**src/rtl/multi_cycle_sequencer_if.sv**
```systemverilog
// Handshake and control bundle between the multi-cycle sequencer and the core datapath/memories.
// master = sequencer side, slave = datapath/memory side.
interface multi_cycle_sequencer_if #(
  parameter int CNT_WIDTH = 32
);
  logic [6:0]           op_code_i;
  logic                 reg_write_enable_i;
  logic                 data_memory_write_enable_i;
  logic [1:0]           pc_mux_sel_i;
  logic                 branch_taken_i;
  logic                 imem_ready_i;
  logic                 dmem_ready_i;
  logic                 imem_req_o;
  logic                 ir_write_enable_o;
  logic                 operand_latch_enable_o;
  logic                 alu_result_latch_enable_o;
  logic                 dmem_req_o;
  logic                 dmem_write_enable_o;
  logic                 reg_write_enable_o;
  logic                 pc_write_enable_o;
  logic [1:0]           pc_mux_sel_o;
  logic                 instr_retired_o;
  logic [CNT_WIDTH-1:0] retired_count_o;
  logic                 illegal_instr_o;
  logic                 bus_error_o;
  logic                 halted_o;
  logic [2:0]           state_o;

  modport master (
    input  op_code_i, reg_write_enable_i, data_memory_write_enable_i, pc_mux_sel_i,
           branch_taken_i, imem_ready_i, dmem_ready_i,
    output imem_req_o, ir_write_enable_o, operand_latch_enable_o, alu_result_latch_enable_o,
           dmem_req_o, dmem_write_enable_o, reg_write_enable_o, pc_write_enable_o,
           pc_mux_sel_o, instr_retired_o, retired_count_o, illegal_instr_o, bus_error_o,
           halted_o, state_o
  );

  modport slave (
    output op_code_i, reg_write_enable_i, data_memory_write_enable_i, pc_mux_sel_i,
           branch_taken_i, imem_ready_i, dmem_ready_i,
    input  imem_req_o, ir_write_enable_o, operand_latch_enable_o, alu_result_latch_enable_o,
           dmem_req_o, dmem_write_enable_o, reg_write_enable_o, pc_write_enable_o,
           pc_mux_sel_o, instr_retired_o, retired_count_o, illegal_instr_o, bus_error_o,
           halted_o, state_o
  );
endinterface

```
**src/rtl/multi_cycle_sequencer.sv**
```systemverilog
// Multi-cycle RV32I control FSM: FETCH/DECODE/EXECUTE/MEMORY/WRITEBACK with memory
// handshakes, retire counting, ECALL halt, illegal-opcode and memory-timeout detection.
module multi_cycle_sequencer #(
  parameter int XLEN        = 32,
  parameter int MEM_TIMEOUT = 16,
  parameter int CNT_WIDTH   = 32
) (
  input  logic                    clk_i,
  input  logic                    reset_n_i,
  multi_cycle_sequencer_if.master bus
);

  if (XLEN != 32) begin : g_xlen_chk
    $error("multi_cycle_sequencer supports XLEN=32 only");
  end

  typedef enum logic [2:0] {
    S_FETCH     = 3'd0,
    S_DECODE    = 3'd1,
    S_EXECUTE   = 3'd2,
    S_MEMORY    = 3'd3,
    S_WRITEBACK = 3'd4,
    S_HALT      = 3'd5
  } state_e;

  localparam int WAIT_W = (MEM_TIMEOUT > 1) ? $clog2(MEM_TIMEOUT) : 1;
  localparam logic [6:0] OP_LOAD  = 7'b0000011;
  localparam logic [6:0] OP_STORE = 7'b0100011;
  localparam logic [6:0] OP_ECALL = 7'b1110011;

  state_e               state_q, state_d;
  logic [WAIT_W-1:0]    wait_q, wait_d;
  logic                 illegal_q, illegal_d;
  logic                 err_set;
  logic [CNT_WIDTH-1:0] retired_q;
  logic                 timeout_hit, legal_op;

  logic imem_req, ir_we, opnd_le, alu_le, dmem_req, dmem_we, reg_we, pc_we;
  logic retire, illegal, halted;
  logic [1:0] pc_sel;

  always_comb begin
    legal_op = 1'b0;
    case (bus.op_code_i)
      7'b0110011, 7'b1100011, 7'b0100011, 7'b1100111, 7'b0000011, 7'b0010011,
      7'b0001111, 7'b1110011, 7'b0110111, 7'b0010111, 7'b1101111: legal_op = 1'b1;
      default: legal_op = 1'b0;
    endcase
  end

  // Last allowed wait cycle: ready on this cycle still wins, low ready here faults.
  assign timeout_hit = (MEM_TIMEOUT > 0) && (wait_q == WAIT_W'(MEM_TIMEOUT - 1));

  always_comb begin
    state_d   = state_q;
    wait_d    = wait_q;
    illegal_d = illegal_q;
    err_set   = 1'b0;
    imem_req  = 1'b0;
    ir_we     = 1'b0;
    opnd_le   = 1'b0;
    alu_le    = 1'b0;
    dmem_req  = 1'b0;
    dmem_we   = 1'b0;
    reg_we    = 1'b0;
    pc_we     = 1'b0;
    pc_sel    = 2'b00;
    retire    = 1'b0;
    illegal   = 1'b0;
    halted    = 1'b0;
    case (state_q)
      S_FETCH: begin
        imem_req = 1'b1;
        if (bus.imem_ready_i) begin
          ir_we   = 1'b1;
          state_d = S_DECODE;
        end else if (timeout_hit) begin
          err_set = 1'b1;
          state_d = S_HALT;
        end else begin
          wait_d = wait_q + WAIT_W'(1);
        end
      end
      S_DECODE: begin
        opnd_le   = 1'b1;
        illegal_d = !legal_op;
        if (!legal_op) begin
          illegal = 1'b1;
          state_d = S_WRITEBACK;
        end else if (bus.op_code_i == OP_ECALL) begin
          state_d = S_HALT;
        end else begin
          state_d = S_EXECUTE;
        end
      end
      S_EXECUTE: begin
        alu_le  = 1'b1;
        wait_d  = '0;
        state_d = (bus.op_code_i == OP_LOAD || bus.op_code_i == OP_STORE) ? S_MEMORY : S_WRITEBACK;
      end
      S_MEMORY: begin
        dmem_req = 1'b1;
        dmem_we  = bus.data_memory_write_enable_i;
        if (bus.dmem_ready_i) begin
          state_d = S_WRITEBACK;
        end else if (timeout_hit) begin
          err_set = 1'b1;
          state_d = S_HALT;
        end else begin
          wait_d = wait_q + WAIT_W'(1);
        end
      end
      S_WRITEBACK: begin
        pc_we     = 1'b1;
        retire    = 1'b1;
        reg_we    = bus.reg_write_enable_i & ~illegal_q;
        // Untaken branches and illegal instructions fall through to PC+4.
        if (illegal_q || (bus.pc_mux_sel_i == 2'b10 && !bus.branch_taken_i)) pc_sel = 2'b00;
        else pc_sel = bus.pc_mux_sel_i;
        wait_d    = '0;
        illegal_d = 1'b0;
        state_d   = S_FETCH;
      end
      S_HALT: halted = 1'b1;
      default: begin
        wait_d  = '0;
        state_d = S_FETCH;
      end
    endcase
  end

  always_ff @(posedge clk_i or negedge reset_n_i) begin
    if (!reset_n_i) begin
      state_q   <= S_FETCH;
      wait_q    <= '0;
      illegal_q <= 1'b0;
      retired_q <= '0;
      bus.bus_error_o <= 1'b0;
    end else begin
      state_q   <= state_d;
      wait_q    <= wait_d;
      illegal_q <= illegal_d;
      if (retire) retired_q <= retired_q + CNT_WIDTH'(1);
      if (err_set) bus.bus_error_o <= 1'b1;
    end
  end

  // Strobes are forced low while reset is held, including the FETCH request.
  assign bus.imem_req_o                = reset_n_i & imem_req;
  assign bus.ir_write_enable_o         = reset_n_i & ir_we;
  assign bus.operand_latch_enable_o    = reset_n_i & opnd_le;
  assign bus.alu_result_latch_enable_o = reset_n_i & alu_le;
  assign bus.dmem_req_o                = reset_n_i & dmem_req;
  assign bus.dmem_write_enable_o       = reset_n_i & dmem_we;
  assign bus.reg_write_enable_o        = reset_n_i & reg_we;
  assign bus.pc_write_enable_o         = reset_n_i & pc_we;
  assign bus.pc_mux_sel_o              = reset_n_i ? pc_sel : 2'b00;
  assign bus.instr_retired_o           = reset_n_i & retire;
  assign bus.illegal_instr_o           = reset_n_i & illegal;
  assign bus.halted_o                  = reset_n_i & halted;
  assign bus.retired_count_o           = retired_q;
  assign bus.state_o                   = state_q;

endmodule

```
**src/flat_wrapper.sv**
```systemverilog
// flat-port wrapper written by rule: the top's interface ports become plain ports
module multi_cycle_sequencer_flat 
#(
  parameter int XLEN        = 32,
  parameter int MEM_TIMEOUT = 16,
  parameter int CNT_WIDTH   = 32
)
  (clk_i, reset_n_i, bus_op_code_i, bus_reg_write_enable_i, bus_data_memory_write_enable_i, bus_pc_mux_sel_i, bus_branch_taken_i, bus_imem_ready_i, bus_dmem_ready_i, bus_imem_req_o, bus_ir_write_enable_o, bus_operand_latch_enable_o, bus_alu_result_latch_enable_o, bus_dmem_req_o, bus_dmem_write_enable_o, bus_reg_write_enable_o, bus_pc_write_enable_o, bus_pc_mux_sel_o, bus_instr_retired_o, bus_retired_count_o, bus_illegal_instr_o, bus_bus_error_o, bus_halted_o, bus_state_o);
  multi_cycle_sequencer_if #(.CNT_WIDTH(CNT_WIDTH)) bus_i ();
  input  logic clk_i;
  input  logic reset_n_i;
  input wire logic [$bits(bus_i.op_code_i)-1:0] bus_op_code_i;
  input wire logic [$bits(bus_i.reg_write_enable_i)-1:0] bus_reg_write_enable_i;
  input wire logic [$bits(bus_i.data_memory_write_enable_i)-1:0] bus_data_memory_write_enable_i;
  input wire logic [$bits(bus_i.pc_mux_sel_i)-1:0] bus_pc_mux_sel_i;
  input wire logic [$bits(bus_i.branch_taken_i)-1:0] bus_branch_taken_i;
  input wire logic [$bits(bus_i.imem_ready_i)-1:0] bus_imem_ready_i;
  input wire logic [$bits(bus_i.dmem_ready_i)-1:0] bus_dmem_ready_i;
  output wire logic [$bits(bus_i.imem_req_o)-1:0] bus_imem_req_o;
  output wire logic [$bits(bus_i.ir_write_enable_o)-1:0] bus_ir_write_enable_o;
  output wire logic [$bits(bus_i.operand_latch_enable_o)-1:0] bus_operand_latch_enable_o;
  output wire logic [$bits(bus_i.alu_result_latch_enable_o)-1:0] bus_alu_result_latch_enable_o;
  output wire logic [$bits(bus_i.dmem_req_o)-1:0] bus_dmem_req_o;
  output wire logic [$bits(bus_i.dmem_write_enable_o)-1:0] bus_dmem_write_enable_o;
  output wire logic [$bits(bus_i.reg_write_enable_o)-1:0] bus_reg_write_enable_o;
  output wire logic [$bits(bus_i.pc_write_enable_o)-1:0] bus_pc_write_enable_o;
  output wire logic [$bits(bus_i.pc_mux_sel_o)-1:0] bus_pc_mux_sel_o;
  output wire logic [$bits(bus_i.instr_retired_o)-1:0] bus_instr_retired_o;
  output wire logic [$bits(bus_i.retired_count_o)-1:0] bus_retired_count_o;
  output wire logic [$bits(bus_i.illegal_instr_o)-1:0] bus_illegal_instr_o;
  output wire logic [$bits(bus_i.bus_error_o)-1:0] bus_bus_error_o;
  output wire logic [$bits(bus_i.halted_o)-1:0] bus_halted_o;
  output wire logic [$bits(bus_i.state_o)-1:0] bus_state_o;
  assign bus_i.op_code_i = bus_op_code_i;
  assign bus_i.reg_write_enable_i = bus_reg_write_enable_i;
  assign bus_i.data_memory_write_enable_i = bus_data_memory_write_enable_i;
  assign bus_i.pc_mux_sel_i = bus_pc_mux_sel_i;
  assign bus_i.branch_taken_i = bus_branch_taken_i;
  assign bus_i.imem_ready_i = bus_imem_ready_i;
  assign bus_i.dmem_ready_i = bus_dmem_ready_i;
  assign bus_imem_req_o = bus_i.imem_req_o;
  assign bus_ir_write_enable_o = bus_i.ir_write_enable_o;
  assign bus_operand_latch_enable_o = bus_i.operand_latch_enable_o;
  assign bus_alu_result_latch_enable_o = bus_i.alu_result_latch_enable_o;
  assign bus_dmem_req_o = bus_i.dmem_req_o;
  assign bus_dmem_write_enable_o = bus_i.dmem_write_enable_o;
  assign bus_reg_write_enable_o = bus_i.reg_write_enable_o;
  assign bus_pc_write_enable_o = bus_i.pc_write_enable_o;
  assign bus_pc_mux_sel_o = bus_i.pc_mux_sel_o;
  assign bus_instr_retired_o = bus_i.instr_retired_o;
  assign bus_retired_count_o = bus_i.retired_count_o;
  assign bus_illegal_instr_o = bus_i.illegal_instr_o;
  assign bus_bus_error_o = bus_i.bus_error_o;
  assign bus_halted_o = bus_i.halted_o;
  assign bus_state_o = bus_i.state_o;
  multi_cycle_sequencer #(.XLEN(XLEN), .MEM_TIMEOUT(MEM_TIMEOUT), .CNT_WIDTH(CNT_WIDTH)) u_core (.clk_i(clk_i), .reset_n_i(reset_n_i), .bus(bus_i));
endmodule
```
**config.mk**
```make
export PLATFORM = sky130hd
export DESIGN_NAME = multi_cycle_sequencer_flat
export DESIGN_NICKNAME = d
export VERILOG_FILES = /design/src/rtl/multi_cycle_sequencer_if.sv /design/src/rtl/multi_cycle_sequencer.sv /design/src/flat_wrapper.sv
export SDC_FILE = /design/constraint.sdc
export NUM_CORES = 1
export LEC_CHECK = 0
export BUFFER_PORTS_ARGS = -buffer_cell sky130_fd_sc_hd__buf_2
export CAP_MARGIN = 25
export CORE_MARGIN = 2
export CORE_UTILIZATION = 35
export CTS_CLUSTER_DIAMETER = 200
export DETAILED_ROUTE_END_ITERATION = 10
export PLACE_DENSITY = 0.6
export REMOVE_ABC_BUFFERS = 1
export SYNTH_ARGS = -nofsm -noshare
export SYNTH_HDL_FRONTEND = slang
export SYNTH_SLANG_ARGS = --single-unit
```
**constraint.sdc**
```tcl
create_clock -name clk_i -period 2.5 [get_ports clk_i]
set_clock_uncertainty 0.15 [all_clocks]
set_input_delay 0.625 -clock clk_i [delete_from_list [all_inputs] [get_ports clk_i]]
set_output_delay 0.625 -clock clk_i [all_outputs]
set_load 0.05 [all_outputs]
```
==> run summary, run 1 <==
Outcome - finished, final reports clean
GPL Wtd Cong - 0.788
Worst slack at placement - 0.0110 ns
Nets - 335
FILL cells - 634
DR WL/cell - 13.6 um
First-pass GRT wire length - 9.03 mm
Most common cell after layout, fill and taps aside - buf_2
Final Hold Fails - 0
Post-DP HPWL - 4.05 mm
GR Layer Usage met1 - 0.200
N_diodes - 0
Dominant synthesized flop cell - dfrtp_1
Clk_lat worst skew - 0.29 ns
DRC - 0
Flop2flop setup slack - 0.53 ns
Via Count - 2034
Synth Instances - 242
Clk root buf - clkbuf_8
Critical Path Source Type - input pin
Setup ws final - 0.0346 ns
Port bufs - 64
Via density - 5.15
Worst Reg-to-Reg Cells - 6
Yosys reg bits - 41
Post-synth EDFFs - 0
CTS tree - built
Required @ worst endpoint - 1.73 ns
Cell accounting for the most synthesized area - dfrtp_1
CTS Buffer Depth - 2
Area growth, synth to finish - 24.8%
H-tree Lvls - 2
Leak pwr - 1.46 nW
Clock-pin slew on the worst setup and hold paths - 0.08 ns
Register area - 1030 sq um
Global Route Usage Sum - 0.150
Mapped Avg Cell Area - 9.75 sq um
Most frequent cells in the layout - 61 x buf_2, 38 x dfrtp_1, 22 x nand2_1, 18 x nor2_1, 17 x xnor2_1
Setup CP Type - in2out
Max-cap violation count - 0
Die X - 86.1 um
Ratio of cells with drive above 1 in the final layout - 0.314
Final slew viol count - 0
Worst Path Arrival - 1.69 ns
Tcrit/Tclk final - 0.986
Ranking of synthesized cells by area - dfrtp_1 43%, xnor2_1 6.3%, xor2_1 5.2%
Num CTS Buffers - 5
Slew @ Worst Pin - 0.561 ns
Clock sink count - 41
Cell area after synthesis - 2360 sq um
Max_slew headroom - 0.622
Routing usage on met2 - 0.245
Post-layout util - 0.458
Global route total overflow - 0
Crit. End Element - output port
Met3 GRT Util - 0.0298
RR Endpoint - u_core.wait_q[1]
Synth warn - 0
Synth unique cells - 46
Die footprint - 7410 sq um
Core area - 6420 sq um
DRT iter0 DRCs - 82
Peak supply drop - 0.368 mV
Busiest grt layer - met2
Seq/Total Area, Yosys - 0.435
Crit Path Max Fanout - 3
Hold Crit Class - in2async
Post-synth ARST share - 1.00
Area of the multi-input gates - 1250 sq um
Initial antenna violation count - 0
Top cell type's share of synthesized area - 0.435
Setup TNS - 0 ns
Die height - 86.1 um
Rows - 29
DRT Wirelength - 5.38 mm
Vias in the first global route - 1918
Post-DRT Antenna Nets - 0
Top Ports - 65
Largest net degree at the start of global routing - 33
Final min period - 2.47 ns
R2R Path Start - u_core.bus.state_o[1]
Initial Util - 0.367
Router iterations before antenna repair - 4
Final setup fails - 0
Cell Pwr Density - 846 nW/um^2
Power, Total - 2.49 mW
Fmax - 406 MHz
==> synthesized netlist by cell type, types with 6 or more instances <==
cell type and n:
dfrtp_1 41, nand2_1 22, nor2_1 18, xnor2_1 17, nor3_1 14, xor2_1 14
nand3_1 13, inv_1 10, and2_1 7, nand4_1 7, nor4_2 6, o21ai_0 6
==> worst max-delay path, stage by stage <==
cell     delay (ns)
buf_2          0.11
nor2b_1        0.13
or3_1          0.36
a31oi_2        0.22
nor3_1         0.07
buf_4          0.19
==> per-stage QoR <==
step	cell area (sq um)	hold slack, ns	cells
global placement	2800	0.302	386
detailed placement	2800	0.303	386
global route	2940	0.00889	395
floorplan	2300	0.179	234
CTS	2920	0.00436	394
finish	2940	0.0136	395
==> worst max-delay path by stage <==
stage                                        to  slack, ns  cells past startpoint                   from
after floorplan           bus_ir_write_enable_o      -0.96                      4  u_core.bus.state_o[2]
after global placement      bus_illegal_instr_o       0.02                      6       bus_op_code_i[2]
after detailed placement    bus_illegal_instr_o       0.01                      6       bus_op_code_i[2]
after CTS                   bus_illegal_instr_o      0.005                      6       bus_op_code_i[2]
after global routing        bus_illegal_instr_o      -0.02                      6       bus_op_code_i[2]
final                       bus_illegal_instr_o       0.03                      6       bus_op_code_i[2]
==> flip-flops by register name (all words and copies together) (netlist names) <==
signal                      cells
u_core.bus.bus_error_o          1
u_core.bus.retired_count_o     32
u_core.bus.state_o              3
u_core.illegal_q                1
u_core.wait_q                   4
==> per-layer routing <==
layer / wire length [um] / part of all wire
met1: 2570 / 0.48
met2: 2510 / 0.47
met3: 248 / 0.046
met4: 44 / 0.0082
met5: 0 / 0
==> layout make-up <==
type / count / share of cell area
multi-input combinational: 183 / 0.423
sequential: 41 / 0.350
timing repair buffer: 76 / 0.142
tap: 77 / 0.0327
clock buffer: 7 / 0.0293
inverter: 10 / 0.0127
clock inverter: 1 / 0.0102
==> power breakdown <==
group          leakage, nW  internal, mW  total (mW)  switching [mW]
clock network       0.0585         0.326       0.551           0.225
registers            0.551         0.756       0.881           0.125
logic                0.851         0.336        1.06           0.722
==> repair_timing <==
action                     4_1_cts  5_1_grt
gates resized for setup          0       10
setup endpoints to repair        0        7
hold buffers                     0        0
buffers inserted                 0        1
hold endpoints to repair         0        0
==> cell families after synthesis <==
group / share of synthesized area
AOI/OAI and AO/OA: 0.0901
xor gates and xnor gates: 0.115
adders and majority gates: 0.0148
buffers and inverters: 0.0398
DFF: 0.435
muxes: 0.00954
and+or+nand+nor: 0.296
Note: power is estimated with default switching activity, not from simulation.
==> run 2, diff against run 1 <==
- GPL_TIMING_DRIVEN: default -> 0
==> run 2 against run 1 <==
  * Largest cell class unchanged
  * Sequential power up 1%
  * Setup slack got worse by 0.0059 ns
  * Highest routed layer unchanged
  * Sequential share of layout area down 0.30 points
  * Routed wire length up 2.2%
  * Worst hold slack gained 0.0047 ns
  * Global-route usage shrank 0.75 points
  * Power shrank 2.7%
  * Flip-flop and latch count unchanged
  * Critical path depth unchanged
  * Cell count is the same
  * Clock power fell by 23%
  * Utilization rose by 0.62 points
==> run summary, run 2 (same netlist as run 1, synthesis figures left out) <==
FILL cells - 618
Fmax - 405 MHz
Slew @ Worst Pin - 0.471 ns
Area growth, synth to finish - 26.5%
Most frequent cells in the layout - 58 x buf_2, 38 x dfrtp_1, 22 x nand2_1, 18 x nor2_1, 17 x xnor2_1
Clk root buf - clkbuf_8
Worst Path Arrival - 1.70 ns
Top Ports - 65
CP startpoint - bus_op_code_i[2]
Post-DP HPWL - 3.75 mm
Outcome - finished, final reports clean
Core area - 6420 sq um
Nets - 335
Crit. End Element - output port
Max-cap violation count - 0
Largest net degree at the start of global routing - 46
Initial antenna violation count - 0
Die X - 86.1 um
Port bufs - 64
Setup TNS - 0 ns
H-tree Lvls - 2
Switching Power - 1.10 mW
Clock-pin slew on the worst setup and hold paths - 0.08 ns
Tcrit/Tclk final - 0.989
R2R Path Start - u_core.wait_q[0]
CTS Buffer Depth - 2
Peak supply drop - 0.367 mV
DR WL/cell - 13.9 um
Via density - 5.24
Internal power - 1.32 mW
Die footprint - 7410 sq um
Combinational share of power - 0.456
Register area - 1030 sq um
Leak pwr - 1.47 nW
Vias in the first global route - 1867
DRT Wirelength - 5.49 mm
Flop pwr share - 0.369
Max_slew headroom - 0.683
Required @ worst endpoint - 1.73 ns
Cell Pwr Density - 811 nW/um^2
Via Count - 2069
Final slew viol count - 0
GPL Wtd Cong - 0.759
N_diodes - 0
CTS tree - built
Num CTS Buffers - 5
Global route total overflow - 0
Initial Util - 0.367
Critical Path Source Type - input pin
Post-DRT Antenna Nets - 0
Most common cell after layout, fill and taps aside - buf_2
Crit Path Max Fanout - 3
Router iterations before antenna repair - 4
DRC - 0
Setup CP Type - in2out
Global Route Usage Sum - 0.143
First-pass GRT wire length - 8.60 mm
DRT iter0 DRCs - 83
Ratio of cells with drive above 1 in the final layout - 0.336
Final setup fails - 0
Hold Crit Class - in2async
Final min period - 2.47 ns
Area of the multi-input gates - 1280 sq um
Rows - 29
Die height - 86.1 um
Flip-flop count of the largest register after layout - 32
Clk_lat worst skew - 0.29 ns
Post-layout util - 0.465
Clock power frac - 0.175
Sw Ratio - 0.455
Final Hold Fails - 0
Clock sink count - 41
## run 2: worst paths after layout
path,endpoint,slack [ns],cells after the start
setup / recovery,bus_illegal_instr_o,0.03,6
setup reg to reg,u_core.wait_q[1],0.40,5
hold / removal,u_core.bus.retired_count_o[9],0.02,1
max in group asynchronous,u_core.bus.state_o[1],1.94,1
hold reg to reg,u_core.bus.retired_count_o[31],0.31,1
min in group clk_i,u_core.bus.retired_count_o[31],0.31,1
## run 2: critical path, cell delays in order
cell,delay (ns)
buf_6,0.10
nor2b_4,0.12
or3_4,0.41
a31oi_4,0.21
nor3_2,0.07
buf_6,0.16
## run 2: area by class of cell
class	count	share of cell area
clock buffer	5	0.0231
clock inverter	3	0.00587
inverter	10	0.0126
multi-input combinational	183	0.430
sequential	41	0.347
tap	77	0.0323
timing repair buffer	76	0.149
## run 2: power by group through the flow
| stage | Combinational, mW | Clock (mW) | Sequential (mW) |
|---|---|---|---|
| 2_1_floorplan | 0.507 | 0 | 1.12 |
| 3_3_place_gp | 0.914 | 0 | 0.939 |
| 3_5_place_dp | 0.927 | 0 | 0.941 |
| 4_1_cts | 0.956 | 0.443 | 0.933 |
| 5_1_grt | 1.19 | 0.464 | 0.908 |
| 6_report | 1.10 | 0.424 | 0.893 |
## run 2: per-stage QoR
| stage | instances | hold slack [ns] | total power [mW] | instance area (sq um) | worst slack, ns |
|---|---|---|---|---|---|
| after floorplan | 234 | 0.179 | 1.62 | 2300 | -0.960 |
| after global placement | 375 | 0.302 | 1.85 | 2720 | -0.542 |
| after detailed placement | 375 | 0.309 | 1.87 | 2720 | -0.561 |
| after CTS | 384 | 0.0638 | 2.33 | 2840 | -0.0309 |
| after global routing | 395 | 0.0318 | 2.56 | 2980 | -0.0116 |
| final | 395 | 0.0183 | 2.42 | 2980 | 0.0287 |
## run 2: timing repair
action	CTS	global route
hold buffers	0	0
buffers inserted	1	11
hold endpoints to repair	0	0
gates resized for setup	10	19
setup endpoints to repair	13	7
pin swaps	1	4
## run 2: metal layers
layer / global-route usage / share of wire / up-vias
li1: - / - / 1016
met1: 0.191 / 0.45 / 977
met2: 0.230 / 0.48 / 70
met3: 0.0318 / 0.064 / 6
met4: 0.0447 / 0.011 / 0
met5: 0 / 0 / -
==> run 3, diff against run 2 <==
- CORE_UTILIZATION: 35 -> 40
- PLACE_DENSITY: 0.6 -> 0.69
- clock period: 2.5 -> 2 ns (I/O delays scaled with it)
==> run 3 against run 2 <==
  * Combinational power grew 55%
  * Utilization grew 13 points
  * Setup slack lost 0.20 ns
  * Clock power grew 65%
  * Flip-flop and latch count is the same
  * Final area grew 12%
  * Critical path depth shrank 1
  * Critical endpoint is now bus_reg_write_enable_o
  * Register-to-register slack lost 0.34 ns
  * Cell count grew 2.3%
  * The flow now finishes with violations (setup timing)
  * Die area shrank 12%
==> run summary, run 3 (same netlist as run 1, synthesis figures left out) <==
CP Depth - 5
Crit. End Element - output port
CTS Buffer Depth - 2
Slew @ Worst Pin - 0.384 ns
DRT Wirelength - 6.18 mm
Setup ws final - -0.175 ns
Final Hold Fails - 0
DRC - 0
Top Ports - 65
Outcome - complete, but fails checks
Initial antenna violation count - 0
Die footprint - 6530 sq um
H-tree Lvls - 2
Post-DP HPWL - 3.77 mm
Rows - 27
Flip-flop count of the largest register after layout - 32
Most frequent cells in the layout - 48 x buf_2, 37 x dfrtp_1, 24 x buf_4, 20 x nand2_1, 17 x xnor2_1
Ratio of cells with drive above 1 in the final layout - 0.431
Clock-pin slew on the worst setup and hold paths - 0.09 ns
Fmax - 460 MHz
Crit Path Max Fanout - 4
Global route total overflow - 0
Worst path cell trace - nor3b_4 > nand2_2 > nor2_4 > and2_4 > buf_8
Vias in the first global route - 2017
Unrepaired setup endpoints after global routing - yes
Final setup fails - 11
Via density - 5.47
Crit-path max cell delay - 0.51 ns
Worst Path Arrival - 1.52 ns
Setup CP Type - reg2out
Peak supply drop - 0.678 mV
Failing checks - setup timing
Final slew viol count - 0
Critical path's top delay family - simple AND/OR/NAND/NOR gates
Die X - 80.8 um
Leak pwr - 1.60 nW
Flop2flop setup slack - 0.06 ns
DR WL/cell - 15.3 um
Most common cell after layout, fill and taps aside - buf_2
Die height - 80.8 um
Post-DRT Antenna Nets - 0
Global Route Usage Sum - 0.181
Num CTS Buffers - 5
DRT iter0 DRCs - 110
Area growth, synth to finish - 42.3%
Required @ worst endpoint - 1.35 ns
Critical Path Source Type - flip-flop
Worst Reg-to-Reg Cells - 5
Max_slew headroom - 0.743
Buf/Inv on CP - 1
Hold_ws - 0.0203 ns
Setup TNS - -1.31 ns
Router iterations before antenna repair - 4
Final cell count without fillers - 404
Clk_lat worst skew - 0.29 ns
CTS tree - built
Worst slack at placement - -0.818 ns
Clock sink count - 41
N_diodes - 0
Tcrit/Tclk final - 1.09
Cells after DPL - 370
Slowest-stage cell, CP - dfrtp_4
Final min period - 2.17 ns
Port bufs - 64
First-pass GRT wire length - 9.37 mm
Clk root buf - clkbuf_8
Core area - 5610 sq um
Cell Pwr Density - 1050 nW/um^2
Largest net degree at the start of global routing - 42
GPL Wtd Cong - 0.774
Hold Crit Class - in2async
Initial Util - 0.421
Max-cap violation count - 0
Via Count - 2208
Nets - 349
-- run 3: changes by cell type in the layout (fill, tap and decap cells not counted), moves of 3 or more --
cell	before	now
buf_2	58	48
buf_8	0	8
nor3_1	12	9
and2_4	1	5
nor2_1	18	15
and2_1	7	3
buf_4	13	24
buf_6	2	6
-- run 3: through the flow --
| stage | power [mW] | util | cell area (sq um) |
|---|---|---|---|
| floorplan | 2.03 | - | 2300 |
| global placement | 2.30 | 0.484 | 2710 |
| detailed placement | 2.33 | 0.484 | 2710 |
| CTS | 3.33 | 0.563 | 3160 |
| global route | 3.70 | 0.599 | 3360 |
| finish | 3.51 | 0.599 | 3360 |
-- run 3: path summary, 6_finish.rpt --
kind                                                  end                      startpoint
max                                bus_reg_write_enable_o           u_core.bus.state_o[0]
min                         u_core.bus.retired_count_o[6]                       reset_n_i
max reg2reg                              u_core.wait_q[1]                u_core.wait_q[0]
min reg2reg                u_core.bus.retired_count_o[31]  u_core.bus.retired_count_o[31]
max in group asynchronous           u_core.bus.state_o[0]                       reset_n_i
min in group clk_i         u_core.bus.retired_count_o[31]  u_core.bus.retired_count_o[31]
-- run 3: cell type report --
type | instances | area, sq um
Fill cell | 492 | 2250
Sequential cell | 41 | 1030
Multi-Input combinational cell | 184 | 1410
Inverter | 10 | 47.5
Clock inverter | 2 | 37.5
Tap cell | 72 | 90.1
Timing Repair Buffer | 89 | 656
Clock buffer | 6 | 82.6
-- run 3: repair_timing --
action | 4_1_cts | 5_1_grt
gates cloned | 0 | 1
resized for setup | 51 | 41
pin swaps | 6 | 9
setup buffers | 18 | 6
endpoints found under the hold margin | 41 | 0
hold buffers | 1 | 0
setup endpoints to repair | 40 | 20
-- run 3: layer usage --
layer | GRT usage | up-vias | part of all wire
li1 | - | 1053 | -
met1 | 0.226 | 1082 | 0.42
met2 | 0.317 | 71 | 0.53
met4 | 0.0458 | 0 | 0.0024
met5 | 0 | - | 0
met3 | 0.0433 | 2 | 0.053
-- run 3: report_power, final --
part           total (mW)  switching, mW  internal, mW
Combinational        1.70           1.05         0.645
Sequential           1.12          0.168         0.949
Clock               0.699          0.292         0.406
Total                3.51           1.51          2.00
-- run 3: worst reg2reg max path: cells and delay by family (launching register included) --
kind                     cells  cell delay, ns
AO/OA/AOI/OAI                2            0.46
flip-flops                   1            0.45
adder cells (fa/ha/maj)      1            0.34
multiplexers                 1            0.32
AND/OR/NAND/NOR              1            0.10
